[src/rtl/nexi_uart_wb_host.sv]
// Wishbone classic initiator for the nexi UART: turns a TX byte stream into THR
// writes and services the peripheral IRQ by reading ISR/RBR into an RX stream.
module nexi_uart_wb_host #(
  parameter int unsigned TIMEOUT_CYCLES = 255,
  parameter logic [7:0]  IER_INIT       = 8'h03
) (
  input  logic       clk_i,
  input  logic       rst_i,
  output logic       cyc_o,
  output logic       stb_o,
  output logic       we_o,
  output logic [2:0] addr_o,
  output logic [7:0] data_o,
  input  logic [7:0] data_i,
  input  logic       ack_i,
  input  logic       irq_i,
  input  logic [7:0] tx_data_i,
  input  logic       tx_valid_i,
  output logic       tx_ready_o,
  output logic [7:0] rx_data_o,
  output logic       rx_valid_o,
  input  logic       rx_ready_i,
  output logic       err_o,
  output logic       overrun_o
);

  localparam logic [2:0] ADDR_RBR = 3'd0;
  localparam logic [2:0] ADDR_THR = 3'd1;
  localparam logic [2:0] ADDR_IER = 3'd2;
  localparam logic [2:0] ADDR_ISR = 3'd3;
  localparam logic [7:0] TMO_LAST = 8'(TIMEOUT_CYCLES - 32'd1);

  typedef enum logic [2:0] {S_INIT, S_IDLE, S_WR_THR, S_RD_ISR, S_RD_RBR} state_t;

  state_t     state_q, state_d;
  logic       cyc_q, cyc_d, we_q, we_d;
  logic [2:0] addr_q, addr_d;
  logic [7:0] data_q, data_d;
  logic [7:0] tmo_q, tmo_d;
  logic [7:0] tx_byte_q, tx_byte_d;
  logic       tx_busy_q, tx_busy_d;
  logic [7:0] rx_data_q, rx_data_d;
  logic       rx_valid_q, rx_valid_d;
  logic       err_q, err_d, overrun_q, overrun_d;
  logic       tx_ready;

  assign tx_ready = (state_q == S_IDLE) && !tx_busy_q && !irq_i;

  always_comb begin
    state_d    = state_q;
    cyc_d      = cyc_q;
    we_d       = we_q;
    addr_d     = addr_q;
    data_d     = data_q;
    tmo_d      = tmo_q;
    tx_byte_d  = tx_byte_q;
    tx_busy_d  = tx_busy_q;
    rx_data_d  = rx_data_q;
    rx_valid_d = rx_valid_q;
    err_d      = 1'b0;
    overrun_d  = 1'b0;

    if (rx_valid_q && rx_ready_i) rx_valid_d = 1'b0;
    if (cyc_q) tmo_d = tmo_q + 8'd1;

    if (state_q == S_IDLE) begin
      if (irq_i) begin
        state_d = S_RD_ISR;
      end else if (tx_valid_i && tx_ready) begin
        tx_byte_d = tx_data_i;
        state_d   = S_WR_THR;
      end
    end else if (cyc_q) begin
      if (ack_i) begin
        cyc_d   = 1'b0;
        state_d = S_IDLE;
        if (state_q == S_WR_THR) begin
          tx_busy_d = 1'b1;
        end else if (state_q == S_RD_ISR) begin
          if (data_i[0]) tx_busy_d = 1'b0;
          if (data_i[1]) state_d = S_RD_RBR;
        end else if (state_q == S_RD_RBR) begin
          if (!rx_valid_q) begin
            rx_data_d  = data_i;
            rx_valid_d = 1'b1;
          end else begin
            overrun_d = 1'b1;
          end
        end
      end else if (tmo_q == TMO_LAST) begin
        cyc_d   = 1'b0;
        err_d   = 1'b1;
        state_d = S_IDLE;
      end
    end

    // A transfer launches only from an idle bus (cyc low for the prior cycle, no stale ack).
    if (state_d != S_IDLE && !cyc_q && !ack_i) begin
      cyc_d = 1'b1;
      tmo_d = 8'd0;
      we_d  = 1'b0;
      case (state_d)
        S_INIT:   begin addr_d = ADDR_IER; data_d = IER_INIT; we_d = 1'b1; end
        S_WR_THR: begin addr_d = ADDR_THR; data_d = tx_byte_d; we_d = 1'b1; end
        S_RD_ISR: addr_d = ADDR_ISR;
        S_RD_RBR: addr_d = ADDR_RBR;
        default:  addr_d = addr_q;
      endcase
    end
  end

  always_ff @(posedge clk_i or posedge rst_i) begin
    if (rst_i) begin
      state_q    <= S_INIT;
      cyc_q      <= 1'b0;
      we_q       <= 1'b0;
      addr_q     <= 3'd0;
      data_q     <= 8'd0;
      tmo_q      <= 8'd0;
      tx_byte_q  <= 8'd0;
      tx_busy_q  <= 1'b0;
      rx_data_q  <= 8'd0;
      rx_valid_q <= 1'b0;
      err_q      <= 1'b0;
      overrun_q  <= 1'b0;
    end else begin
      state_q    <= state_d;
      cyc_q      <= cyc_d;
      we_q       <= we_d;
      addr_q     <= addr_d;
      data_q     <= data_d;
      tmo_q      <= tmo_d;
      tx_byte_q  <= tx_byte_d;
      tx_busy_q  <= tx_busy_d;
      rx_data_q  <= rx_data_d;
      rx_valid_q <= rx_valid_d;
      err_q      <= err_d;
      overrun_q  <= overrun_d;
    end
  end

  assign cyc_o      = cyc_q;
  assign stb_o      = cyc_q;
  assign we_o       = we_q;
  assign addr_o     = addr_q;
  assign data_o     = data_q;
  assign tx_ready_o = tx_ready;
  assign rx_data_o  = rx_data_q;
  assign rx_valid_o = rx_valid_q;
  assign err_o      = err_q;
  assign overrun_o  = overrun_q;

endmodule

[config.mk]
export PLATFORM = sky130hd
export DESIGN_NAME = nexi_uart_wb_host
export DESIGN_NICKNAME = d
export VERILOG_FILES = /design/src/rtl/nexi_uart_wb_host.sv
export SDC_FILE = /design/constraint.sdc
export NUM_CORES = 1
export LEC_CHECK = 0
export CAP_MARGIN = 15
export CELL_PAD_IN_SITES_DETAIL_PLACEMENT = 2
export CELL_PAD_IN_SITES_GLOBAL_PLACEMENT = 2
export CORE_AREA = 8 8 95 89
export CTS_BUF_LIST = sky130_fd_sc_hd__clkbuf_4
export CTS_CLUSTER_DIAMETER = 50
export DETAILED_ROUTE_END_ITERATION = 8
export DIE_AREA = 0 0 103 97
export PLACE_DENSITY_LB_ADDON = 0.1
export SETUP_SLACK_MARGIN = 0.5
export SYNTH_ARGS = -nofsm -noshare
export SYNTH_HDL_FRONTEND = slang
export SYNTH_SLANG_ARGS = --single-unit
[constraint.sdc]
create_clock -name clk_i -period 1.8 [get_ports clk_i]
set_input_delay 0.54 -clock clk_i [delete_from_list [all_inputs] [get_ports clk_i]]
set_output_delay 0.54 -clock clk_i [all_outputs]
set_load 0.01 [all_outputs]
# --- Word level (Yosys, flattened, before mapping) ---
# Cells that the tools add are included.
word_totals:
  regBits: 44
  inputBits: 22
classes:
  add_sub_neg: 1
  n_eq_ne: 10
  muxes: 44
  bitwise_logic: 4
  reduce_logical: 21
op_table:
  columns: ["operator", "n"]
  rows:
  - ["two-way mux 8 bit", 5]
  - ["two-way mux 1 bit", 28]
  - ["two-way mux 3 bit", 9]
  - ["one-hot mux 8 bit (2 select lines)", 1]
  - ["== test 3 x 2 -> 1 bit, second input constant", 4]
  - ["one-hot mux 3 bit (4 select lines)", 1]
  - ["adder 8 x 1 -> 8 bit, second input constant", 1]
  - ["== test 8 bit, second input constant", 1]
  - ["nonzero test 2 bit", 4]
  - ["AND reduction 7 bit", 1]
  - ["== test 3 bit, second input constant", 2]
  - ["logical AND 1 bit", 6]
  - ["AND reduction 5 bit", 1]
  - ["logical NOT 1 bit", 4]
  - ["NOT 1 bit", 4]
  - ["AND reduction 2 bit", 2]
  - ["nonzero test 4 bit", 1]
  - ["== test 3 x 1 -> 1 bit, second input constant", 1]
  - ["logical NOT 3 bit", 1]
  - ["inequality test 3 x 1 -> 1 bit, second input constant", 1]
  - ["inequality test 2 x 1 -> 1 bit, second input constant", 1]
  - ["OR reduction 2 bit", 1]

# --- Logic depth before layout (Yosys ltp) ---
# Gate-level depths: netlist (run 1).
logic_depth:
  depth_word: 11
  mapped_depth: 8

# --- Worst setup path after synthesis (run 1) ---
# Ideal clock, no wire load.
synth_path:
  path_kind: "in2reg"
  from: "input port ack_i"
  to: "register data_q[7], in the netlist data_o[7]"
  setup_time_ps: 121
  arrival_time_ps: 1738
  required_ps: 1679
  slack_ps: -59
  stages: 8
  n_path_buf: 3
  path_cell_list: "buf_6 > and2_4 > buf_6 > a31oi_1 > a21oi_1 > and2_4 > buf_6 > a22o_1"
synth_between:
  elab_chain_cells: 7
  word_cells_on_any_way: 12
  cone_classes: "eq/ne (2); mux (4); reduce/logical (6)"
synth_lines:
  columns: ["element", "line", "rtl"]
  rows:
  - ["start: declaration", "15", "input logic ack_i,"]
  - ["two-way mux 3 bit", "74", "if (ack_i) begin"]
  - ["two-way mux 3 bit", "73", "end else if (cyc_q) begin"]
  - ["two-way mux 3 bit", "66", "if (state_q == S_IDLE) begin"]
  - ["inequality test 3 x 1 -> 1 bit", "98", "if (state_d != S_IDLE && !cyc_q && !ack_i) begin"]
  - ["logical AND 1 bit (2 in a row)", "98", null]
  - ["AND reduction 2 bit (no line)", null, null]
  - ["end signal: assignment", "131", "data_q <= data_d;"]
  - ["end: declaration", "38", "logic [7:0] data_q, data_d;"]
# Parallel ways exist; a longest one is shown, timed or not.
# A chain may end at the register's enable or synchronous reset.

# --- Final worst setup path (run 1) ---
layout_path:
  from: "register tmo_q[0]"
  to: "register cyc_q, in the netlist cyc_o"
layout_between:
  elab_chain_cells: 9
  word_cells_on_any_way: 14
  cone_classes: "eq/ne (3); mux (9); reduce/logical (2)"
layout_lines:
  columns: ["element", "line", "rtl"]
  rows:
  - ["start: declaration", "39", "logic [7:0] tmo_q, tmo_d;"]
  - ["start signal: assignment", "132", "tmo_q <= tmo_d;"]
  - ["== test 8 bit (*)", "90", "end else if (tmo_q == TMO_LAST) begin"]
  - ["two-way mux 3 bit", "90", null]
  - ["two-way mux 3 bit", "74", null]
  - ["two-way mux 3 bit", "73", null]
  - ["two-way mux 3 bit", "66", null]
  - ["inequality test 3 x 1 -> 1 bit", "98", null]
  - ["logical AND 1 bit (2 in a row)", "98", null]
  - ["inequality test 2 x 1 -> 1 bit (no line) / two-way mux 1 bit (equally long branches)", null, null]
  - ["end signal: assignment", "128", "cyc_q <= cyc_d;"]
  - ["end: declaration", "36", "logic cyc_q, cyc_d, we_q, we_d;"]
# Mark *: on every way between the ends. The rest lies on a longest branch, timed or not. The select of a mux whose other input is x is not followed.

==> impl_metrics.env, run 1 <==
export IMPL_fmax_ghz=0.518
export IMPL_wl_per_cell_um=18.3
export IMPL_die_area_mm2=0.00999
export IMPL_syn2layout_area_growth_pct=71.5
export IMPL_worst_ep_required_time_ps=2110
export IMPL_grt_use_total_pct=13.9
export IMPL_switching_share_pct=35.8
export IMPL_setup_violations_final=14
export IMPL_antenna_found_initial=0
export IMPL_final_cell_area_mm2=0.00339
export IMPL_seqPwrFrac_pct=29.8
export IMPL_h_tree_depth=2
export IMPL_min_period_ps=1930
export IMPL_crit_top_cell="and3_4"
export IMPL_p_comb_share_pct=58.4
export IMPL_gp_congestion=0.796
export IMPL_pwr_share_clk_pct=11.8
export IMPL_synth_top_area_cell="dfrtp_1"
export IMPL_ys_flop_type="dfrtp_1"
export IMPL_die_width_um=103
export IMPL_cp_start_kind="flop"
export IMPL_path_clk_slew_ps=140
export IMPL_maxCapViolCount=0
export IMPL_antennaDiodeCount=0
export IMPL_port_buffers=46
export IMPL_grt_start_max_net_pins=18
export IMPL_min_period_over_period_pct=107
export IMPL_rsz0062_at_grt="yes"
export IMPL_peakVddDrop_mv=0.548
export IMPL_worstPathCellList="inv_2, ha_4, and3_4, and3_4, a211o_4, a311oi_4, buf_6, nand2b_4"
export IMPL_grt_pass1_vias=2002
export IMPL_yosys_cell_count_top_type="dfrtp_1"
export IMPL_ys_top_cells_by_area="dfrtp_1, mux2_2, a22o_1, nor2_1, nand2_1"
export IMPL_netlist_cell_type_count=43
export IMPL_first_iter_violations=46
export IMPL_synth_cells=161
export IMPL_status="finished, violations left"
export IMPL_place_inst=330
export IMPL_io_pins=48
export IMPL_die_h_um=97
export IMPL_ys_warn_count=0
export IMPL_clock_skew_ps=3.96
export IMPL_switching_power_mw=1.92
export IMPL_hold_path_class="in2async"
export IMPL_power_leakage_nw=1.60
export IMPL_power_internal_mw=3.45
export IMPL_fin_ws_ps=-129
export IMPL_powerDensity_mw_per_mm2=1580
export IMPL_finalNetCount=301
export IMPL_cp_max_fo=5
export IMPL_syn_area_mm2=0.00198
export IMPL_cts_root_buf="clkbuf_4"
export IMPL_crit_path_end_kind="flop"
export IMPL_cpMaxStageDelayCell="dfrtp_1"
export IMPL_synth_commonest_cells="dfrtp_1, mux2_2, nor2_1"
export IMPL_fin_cells=371
export IMPL_via_per_inst=4.62
export IMPL_hpwl_um=4500
export IMPL_placed_cell_area_mm2=0.00285
export IMPL_drt_total_wl_um=6780
export IMPL_nFillCells=690
export IMPL_grt_pass1_wl_um=10700
export IMPL_clk_latency_ps=360
export IMPL_cts_buffers=5
export IMPL_synth_seq_cells=43
export IMPL_cts_tree="yes"
export IMPL_synthArstFlopShare_pct=100
export IMPL_remaining_drc_errors=0
export IMPL_synth_edf_count=0
export IMPL_synth_top_area_share_pct=54.4
export IMPL_postRouteAntennaNets=0
export IMPL_num_rows=29
export IMPL_core_area_mm2=0.00682
export IMPL_synth_nets=185
export IMPL_finalHoldViolCount=0
export IMPL_dr_total_vias=1715
export IMPL_drive_gt1_share_pct=56.1
export IMPL_crit_path_max_incr_delay_ps=400
export IMPL_synth_area_per_cell_um2=12.3
export IMPL_cts_hold_buf=0
export IMPL_dr_pass1_iters=2
export IMPL_maxSlewViolCount=0
export IMPL_clock_path_buffers=2
export IMPL_crit_arrival_ps=2240
export IMPL_grt_overflow_total=0
export IMPL_ys_seq_area_share_pct=54.4
export IMPL_violations="setup timing"
export IMPL_cts_num_sinks=43
export IMPL_critical_path_class="reg2reg"
export IMPL_path_delay_family="compound AO/OA/AOI/OAI gates"
export IMPL_crit_buf_inv=2
export IMPL_start_util_pct=29.0
[path summary, 6_finish.rpt]
check                                            start                       end  slack, ps  depth (start not counted)
max in group asynchronous                        rst_i    tx_byte_q[1]$_DFF_PP0_        930                          3
min in group clk_i              tx_byte_q[1]$_DFF_PP0_    tx_byte_q[1]$_DFF_PP0_        510                          1
worst max register to register    tmo_q[0]$_DFFE_PP0P_         cyc_o$_DFFE_PP0P_       -130                          8
worst min register to register  tx_byte_q[1]$_DFF_PP0_    tx_byte_q[1]$_DFF_PP0_        510                          1
worst min-delay path                             rst_i  rx_data_o[4]$_DFFE_PP0P_        490                          2
worst max-delay path              tmo_q[0]$_DFFE_PP0P_         cyc_o$_DFFE_PP0P_       -130                          8
[registers in the layout, summed over array words and instances (netlist names)]
name,cells
rx_valid_o,1
err_o,1
state_q,3
tx_byte_q,8
rx_data_o,8
cyc_o,1
we_o,1
tx_busy_q,1
tmo_q,8
overrun_o,1
addr_o,2
data_o,8
[worst reg2reg max path, cell delays in order (launching register included)]
cell and delay, ps:
dfrtp_1 400, inv_2 70, ha_4 150, and3_4 180
and3_4 190, a211o_4 290, a311oi_4 270, buf_6 200
nand2b_4 130
[power by group through the flow]
stage	combinational (mW)	clock, mW	sequential, mW
6_report	3.13	0.634	1.60
5_1_grt	3.37	0.702	1.64
4_1_cts	2.72	0.661	1.57
3_5_place_dp	2.25	0	1.59
3_3_place_gp	2.17	0	1.56
2_1_floorplan	1.01	0	1.66
[layout make-up]
cell class	count	area (um2)	share of cell area (%)
clock buffer	5	37.5	1.11
clock inverter	3	43.8	1.29
inverter	7	33.8	0.996
multi-input combinational	103	1040	30.7
sequential	43	1080	31.7
tap	93	116	3.43
timing repair buffer	117	1040	30.8
[through the flow]
step	hold WS (ps)	utilization, %	power, mW	TNS [ps]	setup slack (ps)
after global placement	480	41.7	3.73	-13370	-614
after floorplan	471	-	2.66	-34.2	-11.8
after CTS	485	46.5	4.95	-831	-178
final	489	49.7	5.37	-975	-129
after global routing	502	49.7	5.72	-1820	-188
after detailed placement	482	41.7	3.84	-14770	-625
[layer usage]
metal / up-vias / track usage, % / share of wire [%] / routed length (um)
li1: 801 / - / - / -
met1: 875 / 16.0 / 43 / 2890
met2: 34 / 23.9 / 52 / 3540
met3: 5 / 3.87 / 4.3 / 290
met4: 0 / 4.67 / 0.83 / 56
met5: - / 0 / 0 / 0
[cells in the final DEF (no fill, tap or decap), types with 2 or more instances in the layout]
cell type        instances
a211o_1                  2
buf_12                   3
nor3_1                   2
nor2_4                   4
and2_4                   2
mux2_4                  13
buf_4                   52
nor3b_2                  2
clkdlybuf4s50_1         18
nor2_2                   3
dfrtp_1                 43
dlygate4sd2_1            3
and3_4                   2
nand2_1                  8
a22o_1                   8
mux2_2                   2
clkbuf_4                 5
buf_2                   12
xor2_1                   4
nor2_1                   5
xnor2_1                  4
o21ai_1                  3
o22a_1                   2
nand4_1                  3
buf_6                   29
o21ai_0                  2
a21o_1                   2
clkinvlp_4               2
inv_1                    4
nand2b_4                 2
[cells by family (layout without fill, tap and decap cells)]
kind of cell / count (synthesis) / in the layout / synth area share, %
adder cells (fa/ha/maj): 2 / 2 / 1.26
AO/OA/AOI/OAI: 32 / 32 / 14.4
flip-flops: 43 / 43 / 54.4
XOR/XNOR: 8 / 8 / 3.54
multiplexers: 15 / 15 / 8.54
buffers and inverters: 15 / 132 / 4.68
other: 1 / 1 / 0.190
AND/OR/NAND/NOR: 45 / 45 / 13.0
[timing repair]
item,in CTS,in global routing
setup endpoints to repair,67,67
gates resized for setup,159,21
cloned,1,0
pin swaps,22,11
buffers inserted,17,15
(Power assumes the default switching activity.)
==> run 2: changes to the inputs <==
--- a/config.mk
+++ b/config.mk
@@ -13,6 +13,7 @@
 export CTS_CLUSTER_DIAMETER = 50
 export DETAILED_ROUTE_END_ITERATION = 8
 export DIE_AREA = 0 0 103 97
+export MAX_ROUTING_LAYER = met4
 export PLACE_DENSITY_LB_ADDON = 0.1
 export SETUP_SLACK_MARGIN = 0.5
 export SYNTH_ARGS = -nofsm -noshare
==> impl_metrics.env, run 2 (synthesis gave the netlist of run 1 again) <==
export IMPL_status="finished, violations left"
export IMPL_violations="setup timing"
export IMPL_maxCapViolCount=0
export IMPL_port_buffers=46
export IMPL_hpwl_um=4500
export IMPL_cts_buffers=5
export IMPL_whs_ps=486
export IMPL_r2r_worst_path_cells=8
export IMPL_dr_pass1_iters=4
export IMPL_die_h_um=97
export IMPL_io_pins=48
export IMPL_drt_total_wl_um=6800
export IMPL_dr_total_vias=1716
export IMPL_critical_path_class="reg2reg"
export IMPL_crit_path_max_incr_delay_ps=400
export IMPL_syn2layout_area_growth_pct=71.2
export IMPL_grt_start_max_net_pins=18
export IMPL_gp_congestion=0.808
export IMPL_rr_startpoint="tmo_q[0]$_DFFE_PP0P_"
export IMPL_crit_arrival_ps=2240
export IMPL_num_rows=29
export IMPL_cp_max_fo=5
export IMPL_remaining_drc_errors=0
export IMPL_cp_start_kind="flop"
export IMPL_maxSlewViolCount=0
export IMPL_hold_path_class="in2async"
export IMPL_grt_overflow_total=0
export IMPL_finalHoldViolCount=0
export IMPL_tns_ps=-947
export IMPL_die_width_um=103
export IMPL_peakVddDrop_mv=0.551
export IMPL_nFillCells=694
export IMPL_worst_ep_required_time_ps=2110
export IMPL_final_common_cell="buf_4"
export IMPL_final_cell_area_mm2=0.00339
export IMPL_core_area_mm2=0.00682
export IMPL_grt_pass1_wl_um=10700
export IMPL_min_period_over_period_pct=107
export IMPL_setup_violations_final=14
export IMPL_fin_ws_ps=-124
export IMPL_worstPathCellList="inv_2, ha_4, and3_4, and3_4, a211o_4, a311oi_4, buf_6, nand2b_4"
export IMPL_r2r_end="cyc_o$_DFFE_PP0P_"
export IMPL_wl_per_cell_um=18.3
export IMPL_clock_skew_ps=5.93
export IMPL_via_per_inst=4.63
export IMPL_drive_gt1_share_pct=56.1
export IMPL_start_util_pct=29.0
export IMPL_postRouteAntennaNets=0
export IMPL_path_clk_slew_ps=140
export IMPL_cts_hold_buf=0
export IMPL_power_leakage_nw=1.60
export IMPL_die_area_mm2=0.00999
export IMPL_first_iter_violations=31
export IMPL_clk_latency_ps=360
export IMPL_crit_top_cell="and3_4"
export IMPL_finalNetCount=301
export IMPL_antennaDiodeCount=0
export IMPL_crit_path_end_kind="flop"
export IMPL_placed_cell_area_mm2=0.00285
export IMPL_min_period_ps=1920
export IMPL_clock_path_buffers=2
export IMPL_rsz0062_at_grt="yes"
export IMPL_grt_use_total_pct=14.3
export IMPL_cts_tree="yes"
export IMPL_r2r_slack_ps=-120
export IMPL_fmax_ghz=0.520
export IMPL_total_power_mw=5.36
export IMPL_dp_slack_ps=-625
export IMPL_antenna_found_initial=0
export IMPL_h_tree_depth=2
export IMPL_cts_num_sinks=43
export IMPL_cpMaxStageDelayCell="dfrtp_1"
export IMPL_cts_root_buf="clkbuf_4"
export IMPL_mostFrequentLayoutCells="buf_4, dfrtp_1, buf_6"
export IMPL_powerDensity_mw_per_mm2=1580
export IMPL_grt_pass1_vias=2000
-- run 2: metal layers --
layer	routed length, um	share of wire, %	global-route usage [%]	up-vias
met3	238	3.5	2.94	5
met4	68	1.0	4.67	0
li1	-	-	-	801
met5	0	0	-	-
met2	3570	53	23.9	36
met1	2920	43	16.6	874
-- run 2: timing repair --
action | CTS | global route
gates cloned | 1 | 0
setup buffers | 17 | 15
pin swaps | 22 | 11
resized for setup | 159 | 20
endpoints found under the setup margin | 67 | 67
-- run 2: area by class of cell --
cell class                      instances  area [um2]  share of cell area, %
Multi-Input combinational cell        103        1040                   30.8
Inverter                                7        33.8                  0.997
Clock inverter                          3        43.8                   1.29
Tap cell                               93         116                   3.44
Clock buffer                            5        37.5                   1.11
Timing Repair Buffer                  117        1040                   30.6
Sequential cell                        43        1080                   31.8
-- run 2: critical path: cells and delay by family, from the launching register on --
kind	cells	cell delay, ps
AOI/OAI and AO/OA	2	560
and+or+nand+nor	3	500
DFF	1	400
buffers and inverters	2	270
adders and majority gates	1	150
-- run 2: worst max-delay path by stage --
stage | from | to | slack, ps
final | tmo_q[0]$_DFFE_PP0P_ | cyc_o$_DFFE_PP0P_ | -120
after global routing | tmo_q[0]$_DFFE_PP0P_ | cyc_o$_DFFE_PP0P_ | -190
after CTS | state_q[2]$_DFF_PP0_ | tx_ready_o | -180
after detailed placement | irq_i | tx_ready_o | -620
after global placement | irq_i | tx_ready_o | -610
after floorplan | ack_i | tmo_q[1]$_DFFE_PP0P_ | -10
-- run 2: where the power goes --
group / switching [mW] / leakage (nW) / internal [mW]
Clock: 0.340 / 0.0452 / 0.293
Sequential: 0.255 / 0.550 / 1.34
Combinational: 1.32 / 1.01 / 1.80
-- run 2: metrics by stage --
| step | cells | util [%] |
|---|---|---|
| floorplan | 161 | - |
| global placement | 330 | 41.7 |
| detailed placement | 330 | 41.7 |
| CTS | 356 | 46.5 |
| global route | 371 | 49.7 |
| finish | 371 | 49.7 |
